## src/rtl/calendar_alarm_clock_core.sv

```systemverilog
// Seconds-resolution calendar clock (2000..2099) with N independent alarms,
// ring/snooze sequencing and 12/24h display conversion. All outputs are binary.
module calendar_alarm_clock_core #(
  parameter int N_ALARMS   = 2,
  parameter int SNOOZE_MIN = 5,
  parameter int RING_SEC   = 60,
  localparam int SEL_W     = $clog2(N_ALARMS) + 1
) (
  input  logic                pulse_i,
  input  logic                reset_i,
  input  logic                timeset_i,
  input  logic                alarmset_i,
  input  logic [SEL_W-1:0]    alarm_sel_i,
  input  logic                min_adv_i,
  input  logic                hrs_adv_i,
  input  logic                day_adv_i,
  input  logic                date_adv_i,
  input  logic                month_adv_i,
  input  logic                year_adv_i,
  input  logic [N_ALARMS-1:0] alarmon_i,
  input  logic                snooze_i,
  input  logic                mode12_i,
  output logic [5:0]          secs_o,
  output logic [5:0]          mins_o,
  output logic [4:0]          hrs_o,
  output logic                pm_o,
  output logic [2:0]          day_o,
  output logic [4:0]          date_o,
  output logic [3:0]          month_o,
  output logic [6:0]          year_o,
  output logic [5:0]          alm_mins_o,
  output logic [4:0]          alm_hrs_o,
  output logic                alm_pm_o,
  output logic                buzz_o
);

  localparam int SNOOZE_TICKS = SNOOZE_MIN * 60;
  localparam int CNT_MAX      = (SNOOZE_TICKS > RING_SEC) ? SNOOZE_TICKS : RING_SEC;
  localparam int CNT_W        = $clog2(CNT_MAX + 1);

  typedef enum logic [1:0] {
    ST_IDLE   = 2'd0,
    ST_RING   = 2'd1,
    ST_SNOOZE = 2'd2
  } state_e;

  function automatic logic [4:0] month_len(input logic [3:0] month, input logic [6:0] year);
    logic [4:0] len;
    case (month)
      4'd4, 4'd6, 4'd9, 4'd11: len = 5'd30;
      4'd2:                    len = (year[1:0] == 2'b00) ? 5'd29 : 5'd28;
      default:                 len = 5'd31;
    endcase
    return len;
  endfunction

  // Returns {pm, displayed hour}; pm always reflects the 24h value.
  function automatic logic [5:0] to_display(input logic [4:0] hr24, input logic mode12);
    logic [4:0] hr;
    if (!mode12) begin
      hr = hr24;
    end else if (hr24 == 5'd0) begin
      hr = 5'd12;
    end else if (hr24 > 5'd12) begin
      hr = hr24 - 5'd12;
    end else begin
      hr = hr24;
    end
    return {(hr24 >= 5'd12), hr};
  endfunction

  logic [5:0]       secs_q, secs_d, mins_q, mins_d;
  logic [4:0]       hrs_q, hrs_d, date_q, date_d;
  logic [2:0]       day_q, day_d;
  logic [3:0]       month_q, month_d;
  logic [6:0]       year_q, year_d;
  logic [4:0]       len_cur_s, len_new_s, date_tmp_s;
  logic [5:0]       alm_min_q [N_ALARMS];
  logic [5:0]       alm_min_d [N_ALARMS];
  logic [4:0]       alm_hr_q  [N_ALARMS];
  logic [4:0]       alm_hr_d  [N_ALARMS];
  logic             alm_edit_s;
  state_e           state_q, state_d;
  logic [CNT_W-1:0] cnt_q, cnt_d;
  logic [SEL_W-1:0] act_q, act_d, hit_idx_s;
  logic [N_ALARMS-1:0] match_s;
  logic             alarmon_act_s, abort_s, sel_valid_s;
  logic [5:0]       alm_min_sel_s;
  logic [4:0]       alm_hr_sel_s;

  // Time/date next state: edit mode forces seconds to 0, run mode carries.
  always_comb begin
    secs_d     = secs_q;
    mins_d     = mins_q;
    hrs_d      = hrs_q;
    day_d      = day_q;
    date_d     = date_q;
    month_d    = month_q;
    year_d     = year_q;
    len_cur_s  = month_len(month_q, year_q);
    len_new_s  = len_cur_s;
    date_tmp_s = date_q;
    if (timeset_i) begin
      secs_d     = 6'd0;
      mins_d     = min_adv_i   ? ((mins_q  >= 6'd59) ? 6'd0 : mins_q  + 6'd1) : mins_q;
      hrs_d      = hrs_adv_i   ? ((hrs_q   >= 5'd23) ? 5'd0 : hrs_q   + 5'd1) : hrs_q;
      day_d      = day_adv_i   ? ((day_q   >= 3'd6)  ? 3'd0 : day_q   + 3'd1) : day_q;
      month_d    = month_adv_i ? ((month_q >= 4'd12) ? 4'd1 : month_q + 4'd1) : month_q;
      year_d     = year_adv_i  ? ((year_q  >= 7'd99) ? 7'd0 : year_q  + 7'd1) : year_q;
      date_tmp_s = date_adv_i  ? ((date_q >= len_cur_s) ? 5'd1 : date_q + 5'd1) : date_q;
      len_new_s  = month_len(month_d, year_d);
      date_d     = (date_tmp_s > len_new_s) ? len_new_s : date_tmp_s;
    end else if (secs_q < 6'd59) begin
      secs_d = secs_q + 6'd1;
    end else begin
      secs_d = 6'd0;
      if (mins_q < 6'd59) begin
        mins_d = mins_q + 6'd1;
      end else begin
        mins_d = 6'd0;
        if (hrs_q < 5'd23) begin
          hrs_d = hrs_q + 5'd1;
        end else begin
          hrs_d = 5'd0;
          day_d = (day_q >= 3'd6) ? 3'd0 : day_q + 3'd1;
          if (date_q < len_cur_s) begin
            date_d = date_q + 5'd1;
          end else begin
            date_d = 5'd1;
            if (month_q < 4'd12) begin
              month_d = month_q + 4'd1;
            end else begin
              month_d = 4'd1;
              year_d  = (year_q >= 7'd99) ? 7'd0 : year_q + 7'd1;
            end
          end
        end
      end
    end
  end

  // Alarm edit: wrap-increment of the selected alarm, suppressed while setting time.
  always_comb begin
    alm_edit_s = alarmset_i && !timeset_i;
    for (int i = 0; i < N_ALARMS; i++) begin
      alm_min_d[i] = (alm_edit_s && min_adv_i && (alarm_sel_i == SEL_W'(i)))
                     ? ((alm_min_q[i] >= 6'd59) ? 6'd0 : alm_min_q[i] + 6'd1) : alm_min_q[i];
      alm_hr_d[i]  = (alm_edit_s && hrs_adv_i && (alarm_sel_i == SEL_W'(i)))
                     ? ((alm_hr_q[i] >= 5'd23) ? 5'd0 : alm_hr_q[i] + 5'd1) : alm_hr_q[i];
    end
  end

  // Alarm match (lowest index wins), active-alarm enable and display selection.
  always_comb begin
    match_s       = {N_ALARMS{1'b0}};
    hit_idx_s     = {SEL_W{1'b0}};
    alarmon_act_s = 1'b0;
    sel_valid_s   = 1'b0;
    alm_min_sel_s = 6'd0;
    alm_hr_sel_s  = 5'd0;
    for (int i = N_ALARMS - 1; i >= 0; i--) begin
      match_s[i]    = alarmon_i[i] && (alm_min_q[i] == mins_q) && (alm_hr_q[i] == hrs_q);
      hit_idx_s     = match_s[i] ? SEL_W'(i) : hit_idx_s;
      alarmon_act_s = alarmon_act_s | (alarmon_i[i] & (act_q == SEL_W'(i)));
      sel_valid_s   = sel_valid_s | (alarm_sel_i == SEL_W'(i));
      alm_min_sel_s = alm_min_sel_s | ((alarm_sel_i == SEL_W'(i)) ? alm_min_q[i] : 6'd0);
      alm_hr_sel_s  = alm_hr_sel_s  | ((alarm_sel_i == SEL_W'(i)) ? alm_hr_q[i]  : 5'd0);
    end
  end

  // Alarm FSM next state: abort beats snooze beats counter expiry.
  always_comb begin
    state_d = state_q;
    cnt_d   = cnt_q;
    act_d   = act_q;
    abort_s = !alarmon_act_s || timeset_i;
    case (state_q)
      ST_IDLE: begin
        if (!timeset_i && (secs_q == 6'd0) && (|match_s)) begin
          state_d = ST_RING;
          cnt_d   = CNT_W'(RING_SEC);
          act_d   = hit_idx_s;
        end else begin
          state_d = ST_IDLE;
        end
      end
      ST_RING: begin
        if (abort_s) begin
          state_d = ST_IDLE;
          cnt_d   = CNT_W'(0);
        end else if (snooze_i) begin
          state_d = ST_SNOOZE;
          cnt_d   = CNT_W'(SNOOZE_TICKS);
        end else if (cnt_q <= CNT_W'(1)) begin
          state_d = ST_IDLE;
          cnt_d   = CNT_W'(0);
        end else begin
          cnt_d = cnt_q - CNT_W'(1);
        end
      end
      ST_SNOOZE: begin
        if (abort_s) begin
          state_d = ST_IDLE;
          cnt_d   = CNT_W'(0);
        end else if (cnt_q <= CNT_W'(1)) begin
          state_d = ST_RING;
          cnt_d   = CNT_W'(RING_SEC);
        end else begin
          cnt_d = cnt_q - CNT_W'(1);
        end
      end
      default: begin
        state_d = ST_IDLE;
        cnt_d   = CNT_W'(0);
      end
    endcase
  end

  // State registers with synchronous reset.
  always_ff @(posedge pulse_i) begin
    if (reset_i) begin
      secs_q  <= 6'd0;
      mins_q  <= 6'd0;
      hrs_q   <= 5'd0;
      day_q   <= 3'd0;
      date_q  <= 5'd1;
      month_q <= 4'd1;
      year_q  <= 7'd0;
      for (int i = 0; i < N_ALARMS; i++) begin
        alm_min_q[i] <= 6'd0;
        alm_hr_q[i]  <= 5'd0;
      end
      state_q <= ST_IDLE;
      cnt_q   <= CNT_W'(0);
      act_q   <= {SEL_W{1'b0}};
    end else begin
      secs_q  <= secs_d;
      mins_q  <= mins_d;
      hrs_q   <= hrs_d;
      day_q   <= day_d;
      date_q  <= date_d;
      month_q <= month_d;
      year_q  <= year_d;
      for (int i = 0; i < N_ALARMS; i++) begin
        alm_min_q[i] <= alm_min_d[i];
        alm_hr_q[i]  <= alm_hr_d[i];
      end
      state_q <= state_d;
      cnt_q   <= cnt_d;
      act_q   <= act_d;
    end
  end

  assign secs_o           = secs_q;
  assign mins_o           = mins_q;
  assign {pm_o, hrs_o}    = to_display(hrs_q, mode12_i);
  assign day_o            = day_q;
  assign date_o           = date_q;
  assign month_o          = month_q;
  assign year_o           = year_q;
  assign alm_mins_o       = alm_min_sel_s;
  assign {alm_pm_o, alm_hrs_o} = sel_valid_s ? to_display(alm_hr_sel_s, mode12_i) : 6'd0;
  assign buzz_o           = (state_q == ST_RING);

endmodule

```

## config.mk

```make
export PLATFORM = sky130hd
export DESIGN_NAME = calendar_alarm_clock_core
export DESIGN_NICKNAME = d
export VERILOG_FILES = /design/src/rtl/calendar_alarm_clock_core.sv
export SDC_FILE = /design/constraint.sdc
export NUM_CORES = 1
export LEC_CHECK = 0
export CAP_MARGIN = 25
export CELL_PAD_IN_SITES_DETAIL_PLACEMENT = 1
export CELL_PAD_IN_SITES_GLOBAL_PLACEMENT = 1
export CORE_ASPECT_RATIO = 0.9
export CORE_UTILIZATION = 45
export CTS_CLUSTER_SIZE = 24
export DETAILED_ROUTE_END_ITERATION = 10
export PLACE_DENSITY_LB_ADDON = 0.12
export SLEW_MARGIN = 20
export SYNTH_ARGS = -nofsm -noshare
export SYNTH_HDL_FRONTEND = slang
export SYNTH_SLANG_ARGS = --single-unit
```

## constraint.sdc

```tcl
create_clock -name pulse_i -period 5.3 [get_ports pulse_i]
set_clock_uncertainty 0.2 [all_clocks]
set_input_delay 1.06 -clock pulse_i [delete_from_list [all_inputs] [get_ports pulse_i]]
set_output_delay 1.06 -clock pulse_i [all_outputs]
set_load 0.005 [all_outputs]
```

==> impl_metrics.tcl <==
set metrics [dict create \
    synth_edf_count 0 \
    r2r-end "date_o[1]" \
    min_period_ns 4.90 \
    grt_start_max_net_pins 39 \
    avgRoutedWirePerCell_um 17.6 \
    hpwl_um 10400 \
    clkPwrFrac_pct 46.1 \
    core_um2 10800 \
    grt.total_usage_pct 25.6 \
    p_leak_nw 2.31 \
    viasPerCell 5.85 \
    criticalPathCategory "in2out" \
    max_freq_ghz 0.204 \
    clk_pin_slew_ns 0.06 \
    cts_inserted_buffers 9 \
    hold_viol_final 0 \
    grt_pass1_vias 4676 \
    synth_fp_nets 657 \
    cts_hold_buf 0 \
    r2r_slack_ns 1.30 \
    hold_end "cnt_q[6]" \
    ys_ff_latch 70 \
    chipWidth_um 113 \
    critPathLaunchType "input port" \
    rsz0062_at_grt "false" \
    cp.required_ns 4.04 \
    antenna_found_initial 0 \
    netlist-cell-type-count 79 \
    pwr-share-comb_pct 15.5 \
    rr_worst_depth 15 \
    drc_errors 0 \
    grt_pass1_wl_um 23400 \
    postSynthAreaPerCell_um2 8.15 \
    port_buffers 65 \
    totalWireLength_um 13900 \
    hold_class "reg2reg" \
    die_area_um2 11500 \
    cts.sinks 70 \
    ys_seq_area_share_pct 28.1 \
    ir_worst_vdd_mv 0.138 \
    cts_resized 0 \
    p_seq_share_pct 38.4 \
    fillers 1322 \
    cp_max_fo 18 \
    tritoncts "yes" \
    cp.arrival_ns 3.64 \
    clockBufferDepth 2 \
    status "completed" \
    worst_pin_slew_ns 0.634 \
    multi_input_area_um2 3250 \
    p_int_mw 1.10 \
    regToRegStartpoint "month_o[0]" \
    cts_root_buf "clkbuf_16" \
    setup_viol 0 \
    fin_util_pct 54.8 \
    max-cap-violations 0 \
    die_y_um 102 \
    dr.first_iter.drc_count 181 \
    drtPass1Iterations 6 \
    drive_gt1_share_pct 7.13 \
    min_path_cells 1 \
    start_util_pct 46.1 \
    pin_count 66 \
    finalMaxSlewViolations 0 \
    nNetsFinal 699 \
    std_cell_rows 36 \
    area_delta_synth_final_pct 18.8 \
    async_flop_share_pct 0 \
    postSynthCellCount 612 \
    powerDensity_nw_per_um2 252 \
    gp_congestion 0.825 \
    antenna_left 0 \
    p_sw_share_pct 26.3 \
    cts_setup_buffers 0 \
    holdCritStartpoint "cnt_q[6]" \
    fin_crit_sh_pct 92.4 \
    synth_ff_type "dfxtp_1" \
    clock_latency_ns 0.34 \
    p_switching_mw 0.393 \
    seq_area_um2 1400 \
    n_antenna_cell 0 \
    critPathCaptureType "output pin" \
    syn_area_um2 4990 \
    relSlewSlack_pct 57.6 \
    vias 4637 \
    grt_overflow 0 \
    ys_warn_count 0 \
    h-tree-depth 3 \
    tns_ns 0 \
]
-- worst max path at each step --
stage	depth (start not counted)	slack, ns	start	to
after floorplan	9	1.50	alarm_sel_i[0]	alm_hrs_o[3]
after global placement	9	0.53	alarm_sel_i[0]	alm_hrs_o[3]
after detailed placement	9	0.41	alarm_sel_i[0]	alm_hrs_o[3]
after CTS	9	0.40	alarm_sel_i[0]	alm_hrs_o[3]
after global routing	9	0.18	alarm_sel_i[0]	alm_hrs_o[3]
final	9	0.40	alarm_sel_i[0]	alm_hrs_o[3]
-- cells in the mapped netlist, drive strengths merged, types with 7 or more instances --
library cell / number / area [µm²]
mux2i: 20 / 200
nand4: 16 / 100
nor3: 13 / 65.1
xor2: 18 / 158
o21ai: 22 / 110
nand2: 45 / 169
inv: 23 / 86.3
and2: 7 / 46.3
nand3: 15 / 80.1
dfxtp: 70 / 1400
ha: 29 / 363
or3: 9 / 56.3
a211oi: 7 / 52.6
nor3b: 9 / 72.6
buf: 12 / 76.3
nor2: 82 / 313
clkbuf: 25 / 164
nand2b: 9 / 56.3
a21oi: 37 / 185
xnor2: 33 / 289
and3: 10 / 63.8
-- logic make-up (layout without fill, tap and decap cells) --
family / Yosys count / in the layout / share of synthesized area [%]
and+or+nand+nor: 242 / 242 / 25.1
AOI/OAI and AO/OA: 137 / 137 / 19.4
DFF: 70 / 70 / 28.1
buffers and inverters: 61 / 108 / 6.72
xor gates and xnor gates: 51 / 51 / 8.95
adders and majority gates: 29 / 29 / 7.27
muxes: 22 / 22 / 4.46
-- per-layer routing --
layer  vias up  part of all wire (%)  GRT usage [%]
met5         -                     0              0
met2        81                    48           44.2
met3        21                   3.7           5.28
met4         0                   1.2           6.48
li1       2275                     -              -
met1      2260                    47           32.9
-- stage by stage --
stage                     hold slack (ns)  worst slack, ns  cell area (µm²)  cells  power (mW)
after floorplan                     0.249             1.50             4990    612       0.732
after detailed placement            0.284            0.407             5590    776       0.814
final                               0.290            0.403             5920    792        1.50
after CTS                           0.290            0.400             5920    792        1.51
after global routing                0.316            0.183             5920    792        1.56
after global placement              0.262            0.530             5590    776       0.801
-- power groups by stage --
stage	Clock (mW)	Combinational, mW	Sequential, mW
floorplan	0	0.160	0.572
global placement	0	0.218	0.583
detailed placement	0	0.229	0.584
CTS	0.700	0.233	0.573
global route	0.722	0.257	0.577
finish	0.690	0.232	0.574
-- critical path: stages --
cell             delay [ns]
clkdlybuf4s50_1        0.54
buf_4                  0.28
nor3b_1                0.30
o31ai_1                0.14
and3_1                 0.19
o21ai_0                0.30
mux2i_1                0.13
a21oi_1                0.16
clkdlybuf4s50_1        0.53
-- sequential cells by signal, indices dropped and copies added, names as in the netlist --
register   count
month_o        4
alm_hr_q      10
secs_o         6
date_o         5
year_o         7
act_q          1
hrs_q          5
alm_min_q     12
state_q        2
cnt_q          9
day_o          3
mins_o         6
-- final cells by class --
cell class              instances  area share (%)
clock inverters                 7            1.90
flip-flops and latches         70            23.7
repair buffers                 69            11.5
multi-input cells             481            54.9
well taps                     133            2.81
inverters                      23            1.46
clock buffers                   9            3.80
-- placed cells by master (no fill, tap or decap), types with 5 or more instances in the layout --
cell,synthesis,final
a21oi_1,37,37
o21a_1,6,6
ha_1,29,29
o21ai_0,21,21
and3_1,9,9
nand2b_1,9,9
dfxtp_1,70,70
nor2_1,80,80
a211oi_1,7,7
or3_1,9,9
nor3_1,13,13
o31ai_1,6,6
nand2_1,45,45
mux2i_1,20,20
o211a_1,5,5
nand4_1,16,16
xor2_1,18,18
nor3b_1,8,8
clkbuf_16,0,9
inv_1,23,23
clkdlybuf4s50_1,0,65
and2_1,5,5
nand3_1,14,14
xnor2_1,33,33
a31oi_1,6,6
Power figures use the tool's default switching activity.
